### src/rtl/fc_weight_ctrl.sv
// Weight-buffer sequencer for the FC layer: clears and fills the 128-column weight
// buffer row by row, then replays rows 0..L-1 into the skewed column read chain.
module fc_weight_ctrl #(
    parameter int DEPTH = 84,
    parameter int COLS  = 128,
    parameter int AW    = 7
) (
    input  logic          clk,
    input  logic          rst,
    input  logic [AW-1:0] cfg_len_i,
    input  logic          load_start_i,
    input  logic          compute_start_i,
    input  logic          abort_i,
    input  logic          w_valid_i,
    output logic          w_ready_o,
    output logic          buf_wren_o,
    output logic [AW-1:0] buf_wrptr_o,
    output logic          buf_rden_o,
    output logic [AW-1:0] buf_rdptr_o,
    output logic          buf_clr_n_o,
    output logic          col0_valid_o,
    output logic          busy_o,
    output logic          loaded_o,
    output logic          load_done_o,
    output logic          compute_done_o,
    output logic          err_o
);

    localparam int CW = $clog2(COLS);

    typedef enum logic [2:0] {IDLE, CLEAR, LOAD, READ, DRAIN} state_t;

    state_t        state;
    logic [AW-1:0] last_row;
    logic [AW-1:0] row;
    logic [CW-1:0] drain_cnt;
    logic          handshake;

    // A zero or oversized length means "the whole buffer".
    function automatic logic [AW-1:0] sat_len(input logic [AW-1:0] cfg);
        if (cfg == '0 || int'(cfg) > DEPTH)
            return AW'(DEPTH);
        return cfg;
    endfunction

    assign handshake = w_valid_i & w_ready_o;

    always_ff @(posedge clk or posedge rst) begin
        if (rst) begin
            state          <= IDLE;
            last_row       <= '0;
            row            <= '0;
            drain_cnt      <= '0;
            w_ready_o      <= 1'b0;
            buf_wren_o     <= 1'b0;
            buf_wrptr_o    <= '0;
            buf_rden_o     <= 1'b0;
            buf_rdptr_o    <= '0;
            buf_clr_n_o    <= 1'b1;
            col0_valid_o   <= 1'b0;
            busy_o         <= 1'b0;
            loaded_o       <= 1'b0;
            load_done_o    <= 1'b0;
            compute_done_o <= 1'b0;
            err_o          <= 1'b0;
        end else begin
            buf_wren_o     <= 1'b0;
            buf_clr_n_o    <= 1'b1;
            load_done_o    <= 1'b0;
            compute_done_o <= 1'b0;
            err_o          <= 1'b0;
            // Column 0 sees its read data one cycle after the read enable.
            col0_valid_o   <= buf_rden_o;

            if (abort_i) begin
                state      <= IDLE;
                busy_o     <= 1'b0;
                w_ready_o  <= 1'b0;
                buf_rden_o <= 1'b0;
                if (state == CLEAR || state == LOAD)
                    loaded_o <= 1'b0;
            end else begin
                case (state)
                    IDLE: begin
                        if (load_start_i) begin
                            state       <= CLEAR;
                            last_row    <= sat_len(cfg_len_i) - AW'(1);
                            loaded_o    <= 1'b0;
                            busy_o      <= 1'b1;
                            buf_clr_n_o <= 1'b0;
                            row         <= '0;
                            buf_wrptr_o <= '0;
                        end else if (compute_start_i) begin
                            if (loaded_o) begin
                                state       <= READ;
                                last_row    <= sat_len(cfg_len_i) - AW'(1);
                                busy_o      <= 1'b1;
                                buf_rden_o  <= 1'b1;
                                buf_rdptr_o <= '0;
                                buf_wrptr_o <= '0;
                            end else begin
                                err_o <= 1'b1;
                            end
                        end
                    end

                    CLEAR: begin
                        state     <= LOAD;
                        w_ready_o <= 1'b1;
                    end

                    LOAD: begin
                        if (handshake) begin
                            buf_wren_o  <= 1'b1;
                            buf_wrptr_o <= row;
                            row         <= row + AW'(1);
                            if (row == last_row) begin
                                state       <= IDLE;
                                w_ready_o   <= 1'b0;
                                busy_o      <= 1'b0;
                                loaded_o    <= 1'b1;
                                load_done_o <= 1'b1;
                            end
                        end
                    end

                    READ: begin
                        if (buf_rdptr_o == last_row) begin
                            state      <= DRAIN;
                            buf_rden_o <= 1'b0;
                            drain_cnt  <= '0;
                        end else begin
                            buf_rdptr_o <= buf_rdptr_o + AW'(1);
                        end
                    end

                    // Wait for the skew chain so the last column emits its final row.
                    DRAIN: begin
                        if (drain_cnt == CW'(COLS - 1)) begin
                            state          <= IDLE;
                            busy_o         <= 1'b0;
                            compute_done_o <= 1'b1;
                        end else begin
                            drain_cnt <= drain_cnt + CW'(1);
                        end
                    end

                    default: begin
                        state  <= IDLE;
                        busy_o <= 1'b0;
                    end
                endcase
            end
        end
    end

endmodule

### config.mk
export PLATFORM = sky130hd
export DESIGN_NAME = fc_weight_ctrl
export DESIGN_NICKNAME = d
export VERILOG_FILES = /design/src/rtl/fc_weight_ctrl.sv
export SDC_FILE = /design/constraint.sdc
export NUM_CORES = 1
export LEC_CHECK = 0
export BUFFER_PORTS_ARGS = -buffer_cell sky130_fd_sc_hd__buf_2
export CORE_MARGIN = 10
export CORE_UTILIZATION = 40
export CTS_BUF_LIST = sky130_fd_sc_hd__clkbuf_8 sky130_fd_sc_hd__clkbuf_16
export CTS_CLUSTER_DIAMETER = 100
export DETAILED_ROUTE_END_ITERATION = 12
export GPL_ROUTABILITY_DRIVEN = 1
export GPL_TIMING_DRIVEN = 1
export SKIP_LAST_GASP = 1
export SYNTH_ARGS = -nofsm -noshare
export SYNTH_HDL_FRONTEND = slang
export SYNTH_SLANG_ARGS = --single-unit
export TNS_END_PERCENT = 1
### constraint.sdc
create_clock -name clk -period 2.1 [get_ports clk]
set_clock_uncertainty 0.05 [all_clocks]
set_input_delay 0.21 -clock clk [delete_from_list [all_inputs] [get_ports clk]]
set_output_delay 0.21 -clock clk [all_outputs]
set_load 0.02 [all_outputs]
==> results of run 1 <==
[final timing paths]
path                               from              to  slack, ps
setup / recovery           cfg_len_i[0]     last_row[6]        170
hold / removal             load_start_i           err_o        120
setup reg to reg               state[2]  buf_rdptr_o[5]        170
hold reg to reg              buf_rden_o    col0_valid_o        390
max in group asynchronous           rst     buf_clr_n_o       1300
min in group asynchronous           rst    drain_cnt[0]        430
[per-stage QoR]
stage | setup WS, ps | std cells | total power [mW] | setup TNS, ps | utilization [%]
2_1_floorplan | 40.06 | 282 | 1.585 | 0 | -
3_3_place_gp | -49.18 | 405 | 1.785 | -49.18 | 47.00
3_5_place_dp | -162.5 | 405 | 1.800 | -162.5 | 47.00
4_1_cts | 131.8 | 414 | 2.389 | 0 | 48.71
5_1_grt | 8.004 | 414 | 2.519 | 0 | 48.71
6_report | 166.4 | 414 | 2.362 | 0 | 48.71
[worst reg2reg max path, cell delays in order, from the launching register on]
cell and delay [ps]:
dfrtp_1 400, or4_4 580, nor3_2 240, nor2_1 130
nor3_1 260, mux2i_1 210
[synth_stat cells (2+ instances only)]
cell | count | share of area, %
nand4_1 | 4 | 0.98
and3_1 | 2 | 0.49
ha_1 | 4 | 2.0
inv_1 | 15 | 2.2
and2_1 | 2 | 0.49
nand3_1 | 16 | 3.1
or4_4 | 2 | 0.88
a2111oi_0 | 2 | 0.69
nand2_1 | 33 | 4.9
o2bb2ai_1 | 4 | 1.4
o21ai_1 | 3 | 0.59
nor2b_1 | 2 | 0.49
buf_2 | 2 | 0.39
nor3_1 | 11 | 2.2
mux2i_1 | 3 | 1.2
or3_1 | 5 | 1.2
o21a_1 | 2 | 0.59
nor3b_1 | 2 | 0.59
o31ai_1 | 5 | 1.5
a21o_1 | 3 | 0.88
nand2b_1 | 4 | 0.98
o211ai_1 | 3 | 0.88
nand3b_1 | 3 | 0.88
o21ai_0 | 25 | 4.9
nor2_1 | 19 | 2.8
nor4_1 | 6 | 1.5
a31oi_1 | 5 | 1.2
a21oi_1 | 10 | 2.0
a211oi_1 | 2 | 0.59
xor2_1 | 16 | 5.5
or2_2 | 2 | 0.49
dfrtp_1 | 47 | 46
clkbuf_1 | 7 | 1.0
[sequential cells by signal (all words and copies together), names as in the netlist, 3 cells and up]
register	flops
buf_wrptr_o	7
state	3
buf_rdptr_o	7
drain_cnt	7
last_row	7
row	7
[per-layer routing]
| metal | routed length (um) | up-vias | GRT usage, % |
|---|---|---|---|
| met5 | 0 | - | 0 |
| met4 | 65 | 0 | 3.197 |
| met3 | 204 | 6 | 2.816 |
| met2 | 2826 | 35 | 19.21 |
| met1 | 2890 | 1070 | 16.10 |
| li1 | - | 1121 | - |
[cell usage in the layout (no fill, tap or decap), types with 5 or more instances in the layout]
cell,count
dfrtp_1,47
nand2_1,33
xor2_1,16
a21oi_1,10
clkbuf_8,6
o31ai_1,5
inv_1,14
or3_1,5
nor3_1,11
buf_2,36
nand3_1,16
nor4_1,5
nor2_1,19
o21ai_0,25
buf_4,18
a31oi_1,5
[logic make-up after synthesis]
family          Yosys count
buf+inv                  24
mux                       4
simple gates            118
flops                    48
fa+ha+maj                 4
xor+xnor                 16
compound gates           68
[cell type report]
| class | instances | area [um^2] | area share [%] |
|---|---|---|---|
| multi-input combinational | 210 | 1260 | 41.20 |
| sequential | 48 | 1202 | 39.32 |
| timing repair buffer | 56 | 345.3 | 11.29 |
| tap | 77 | 96.34 | 3.151 |
| clock buffer | 6 | 82.58 | 2.700 |
| inverter | 15 | 56.30 | 1.841 |
| clock inverter | 2 | 15.01 | 0.4910 |
[where the power goes]
group          leakage, nW  internal (mW)  switching (mW)
logic                0.731          0.252           0.347
registers            0.632           1.04           0.141
clock network       0.0434          0.267           0.319
==> flow_metrics.py, run 1 <==
metrics = {
    "run_status": {
        "outcome": "complete, no violations",
    },
    "pwr": {
        "ir_drop_mv": 0.3162,
        "leakage_nw": 1.407,
        "power_density_nw_per_um2": 772.4,
    },
    "job": {
        "cap_viol_max_count": 0,
    },
    "logic_synthesis": {
        "synth-async-reset-ratio_pct": 100.0,
        "synth_fa_ha_area_share_pct": 1.964,
        "avgSynthCellArea_um2": 9.038,
        "muxShareOfSynthArea_pct": 1.620,
        "synth_nets": 299,
        "ys_types": 44,
        "synth-xor-area-share_pct": 5.498,
        "ys.warnings.count": 0,
        "ys_seq_area_share_pct": 47.18,
        "postSynthCellCount": 282,
        "synth_top_family_by_area": "simple AND/OR/NAND/NOR gates",
        "synth_area_um2": 2549,
        "ys.flop_type": "dfrtp_1",
        "synth-simple-area-share_pct": 23.61,
        "synth_seq_cells": 48,
        "synth_edf_count": 0,
        "synth_compound_area_share_pct": 16.49,
    },
    "timing": {
        "hold_slack_ps": 119.4,
        "drv_slew": 0,
        "relSlewSlack_pct": 65.19,
        "setup_viol": 0,
        "rsz0062_at_grt": "false",
        "fmax_mhz": 517.2,
        "hold_violations": 0,
        "worst_pin_slew_ps": 518.7,
        "period_share_pct": 92.08,
        "min_period_ps": 1934,
    },
    "detailed_routing": {
        "drtIter0Drc": 83,
        "vias_per_cell": 5.391,
        "drcViolationCount": 0,
        "wl_per_cell_um": 14.46,
        "dr.pass1.iters": 4,
        "vias": 2232,
        "wl_um": 5987,
        "postRouteAntennaNets": 0,
    },
    "floorplan": {
        "dieArea_um2": 9965,
        "coreArea_um2": 6277,
        "rows": 29,
        "ios": 37,
        "die_y_um": 99.83,
        "die_w_um": 99.83,
        "start_util_pct": 40.60,
    },
    "cts": {
        "cts_tree": "built",
        "cts_sinks": 48,
        "post_cts_buffers": 0,
        "clkLatencyLatePin_ps": 310,
        "cts_made_buffers": 5,
        "clock-root-buffer": "clkbuf_8",
        "clkSlewWorstSetupHoldPaths_ps": 100,
        "holdBufCountCts": 1,
        "cts_resized": 0,
        "htree_levels": 2,
        "clockBufferDepth": 2,
    },
    "setup_path": {
        "crit_chain": "buf_2, or4_4, nor4_2, nor2_1, nand2_1, ha_1, nand2_1, a2111oi_0, a21oi_1, o21ai_0",
        "worstPathMaxFanout": 3,
        "crit_required_ps": 2280,
        "cpMostUsedCell": "nand2_1",
        "crit_cells": 10,
        "slowest_delay_ps": 530,
        "criticalPathCategory": "input pin to flop",
        "cp-start-kind": "input pin",
        "slowest_stage": "or4_4",
        "crit_buf_inv": 1,
        "path_delay_family": "simple AND/OR/NAND/NOR gates",
        "worstSetupEndpointType": "flop",
        "r2r_cells": 5,
        "worst-endpoint-arrival_ps": 2110,
    },
    "finish": {
        "nets": 353,
        "final_area_um2": 3058,
        "fillers": 631,
        "synthToLayoutAreaGrowth_pct": 19.98,
        "antenna_cells": 0,
        "final_layout_size_suffix_gt1_share_pct": 21.66,
    },
    "grt": {
        "antenna_found_initial": 0,
        "grt_pass1_wl_um": 10220,
        "grt_remaining_overflow": 0,
        "grt_usage_pct": 12.09,
        "grt_max_degree": 49,
        "grt_pass1_vias": 2139,
    },
    "placed_design": {
        "io_buffer_count": 36,
        "hpwl_um": 4454,
        "place.gp.congestion": 0.8409,
        "placed_area_um2": 2950,
    },
    "min_path": {
        "whs_path_depth": 2,
        "hold_class": "input pin to flop",
    },
}
No activity file was read; power rests on OpenSTA's default activity.
==> inputs of run 2 (changes only) <==
--- a/config.mk
+++ b/config.mk
@@ -13,6 +13,7 @@
 export DETAILED_ROUTE_END_ITERATION = 12
 export GPL_ROUTABILITY_DRIVEN = 1
 export GPL_TIMING_DRIVEN = 1
+export SETUP_SLACK_MARGIN = 0.4
 export SKIP_LAST_GASP = 1
 export SYNTH_ARGS = -nofsm -noshare
 export SYNTH_HDL_FRONTEND = slang
==> flow_metrics.py, run 2 (same netlist as run 1, synthesis figures left out) <==
metrics = {
    "finish": {
        "multi_input_area_um2": 1314,
        "final_core_util_pct": 49.45,
        "fillers": 612,
        "fin_cells": 413,
        "layout_commonest_cell": "dfrtp_1",
        "synthToLayoutAreaGrowth_pct": 21.80,
        "mostFrequentLayoutCells": "dfrtp_1, buf_2, nand2_1",
        "antenna_cells": 0,
        "nets": 352,
        "final_layout_size_suffix_gt1_share_pct": 24.40,
        "regArea_um2": 1202,
    },
    "pwr": {
        "intPower_mw": 1.556,
        "switching_share_pct": 34.71,
        "ir_drop_mv": 0.3578,
        "switchingPower_mw": 0.8271,
        "clkPwrFrac_pct": 24.8,
        "leakage_nw": 1.415,
        "seqPwrFrac_pct": 49.5,
        "power_density_nw_per_um2": 767.7,
        "power.total_mw": 2.383,
        "p_comb_share_pct": 25.6,
    },
    "detailed_routing": {
        "drtIter0Drc": 93,
        "dr.max_layer_used": "met4",
        "wl_met2_um": 2754,
        "vias": 2192,
        "met1Wirelength_um": 2940,
        "vias_per_cell": 5.308,
        "dr.pass1.iters": 4,
        "wl_per_cell_um": 14.52,
        "dr_wl_met3_um": 207,
        "drcViolationCount": 0,
        "postRouteAntennaNets": 0,
        "wl_um": 5995,
    },
    "floorplan": {
        "ios": 37,
        "die_w_um": 99.83,
        "start_util_pct": 40.60,
        "coreArea_um2": 6277,
        "rows": 29,
        "dieArea_um2": 9965,
        "die_y_um": 99.83,
    },
    "cts": {
        "cts_tree": "built",
        "clock-root-buffer": "clkbuf_8",
        "clkSlewWorstSetupHoldPaths_ps": 100,
        "cts_made_buffers": 5,
        "clkLatencyLatePin_ps": 310,
        "cts_sinks": 48,
        "clockBufferDepth": 2,
        "htree_levels": 2,
    },
    "grt": {
        "antenna_found_initial": 0,
        "grt_max_degree": 49,
        "grt_pass1_wl_um": 10040,
        "grt_remaining_overflow": 0,
        "grt_pass1_vias": 2110,
        "grt_usage_pct": 11.95,
    },
    "timing": {
        "min_period_ps": 1911,
        "worst_pin_slew_ps": 427.6,
        "period_share_pct": 91.01,
        "rsz0062_at_grt": "true",
        "setup_viol": 0,
        "drv_slew": 0,
        "hold_slack_ps": 131.3,
        "fmax_mhz": 523.2,
        "relSlewSlack_pct": 71.49,
        "hold_violations": 0,
        "setup_tns_ps": 0,
    },
    "job": {
        "cap_viol_max_count": 0,
    },
    "placed_design": {
        "dp_cells": 403,
        "place.gp.congestion": 0.8491,
        "io_buffer_count": 36,
        "hpwl_um": 4384,
    },
    "min_path": {
        "hold_class": "input pin to flop",
    },
    "setup_path": {
        "worst-endpoint-arrival_ps": 2070,
        "criticalPathCategory": "input pin to flop",
        "worstPathMaxFanout": 3,
        "cp-start-kind": "input pin",
        "crit_required_ps": 2250,
        "worstSetupEndpointType": "flop",
    },
    "run_status": {
        "outcome": "complete, no violations",
    },
}
run 2: changes by cell type in the layout (fill, tap and decap cells not counted), sizes merged:
cell | previous run | this run
buf | 55 | 54
run 2: final cells by class:
class	instances	share of cell area, %
multi-input cells	210	42.32
flip-flops and latches	48	38.73
repair buffers	55	10.88
well taps	77	3.104
clock buffers	6	2.660
inverters	15	1.814
clock inverters	2	0.4837
run 2: worst paths after layout:
| path | startpoint | to | slack [ps] | cells after the start |
|---|---|---|---|---|
| max | cfg_len_i[2] | last_row[6] | 190 | 10 |
| min | compute_start_i | err_o | 130 | 2 |
| max reg2reg | state[2] | buf_rdptr_o[2] | 260 | 4 |
| min reg2reg | buf_rden_o | col0_valid_o | 390 | 0 |
| max in group asynchronous | rst | buf_clr_n_o | 1290 | 4 |
| min in group asynchronous | rst | loaded_o | 430 | 4 |
run 2: worst max-delay path: stages:
cell     delay, ps
buf_2          110
or4_4          550
nor4_4         250
nor2_2          90
nand2_1         80
ha_2           200
nand2_2         80
or3_4          330
a21oi_2        120
o21ai_1         60
run 2: metal layers:
metal / vias to the layer above / GRT usage (%)
met5: - / 0
met4: 0 / 4.410
met3: 4 / 2.953
met2: 31 / 18.57
met1: 1042 / 15.67
li1: 1115 / -
run 2: per-stage QoR:
stage               instance area (um^2)  setup slack [ps]
floorplan                           2566             78.09
global route                        3104             78.29
global placement                    2947            -19.82
detailed placement                  2947            -114.1
CTS                                 3085             244.1
finish                              3104             188.9
run 2: power by group through the flow:
stage | clock [mW] | combinational, mW | sequential, mW
2_1_floorplan | 0 | 0.379 | 1.21
3_3_place_gp | 0 | 0.589 | 1.20
3_5_place_dp | 0 | 0.603 | 1.20
4_1_cts | 0.611 | 0.611 | 1.18
5_1_grt | 0.651 | 0.685 | 1.20
6_report | 0.592 | 0.611 | 1.18
run 2: repair_timing:
item                       in CTS  in global routing
pin swaps                       1                  7
setup endpoints to repair      17                 36
hold buffers                    1                  0
buffers inserted                1                  0
gates cloned                    0                  0
hold endpoints to repair       47                  0
gates resized for setup         6                  6
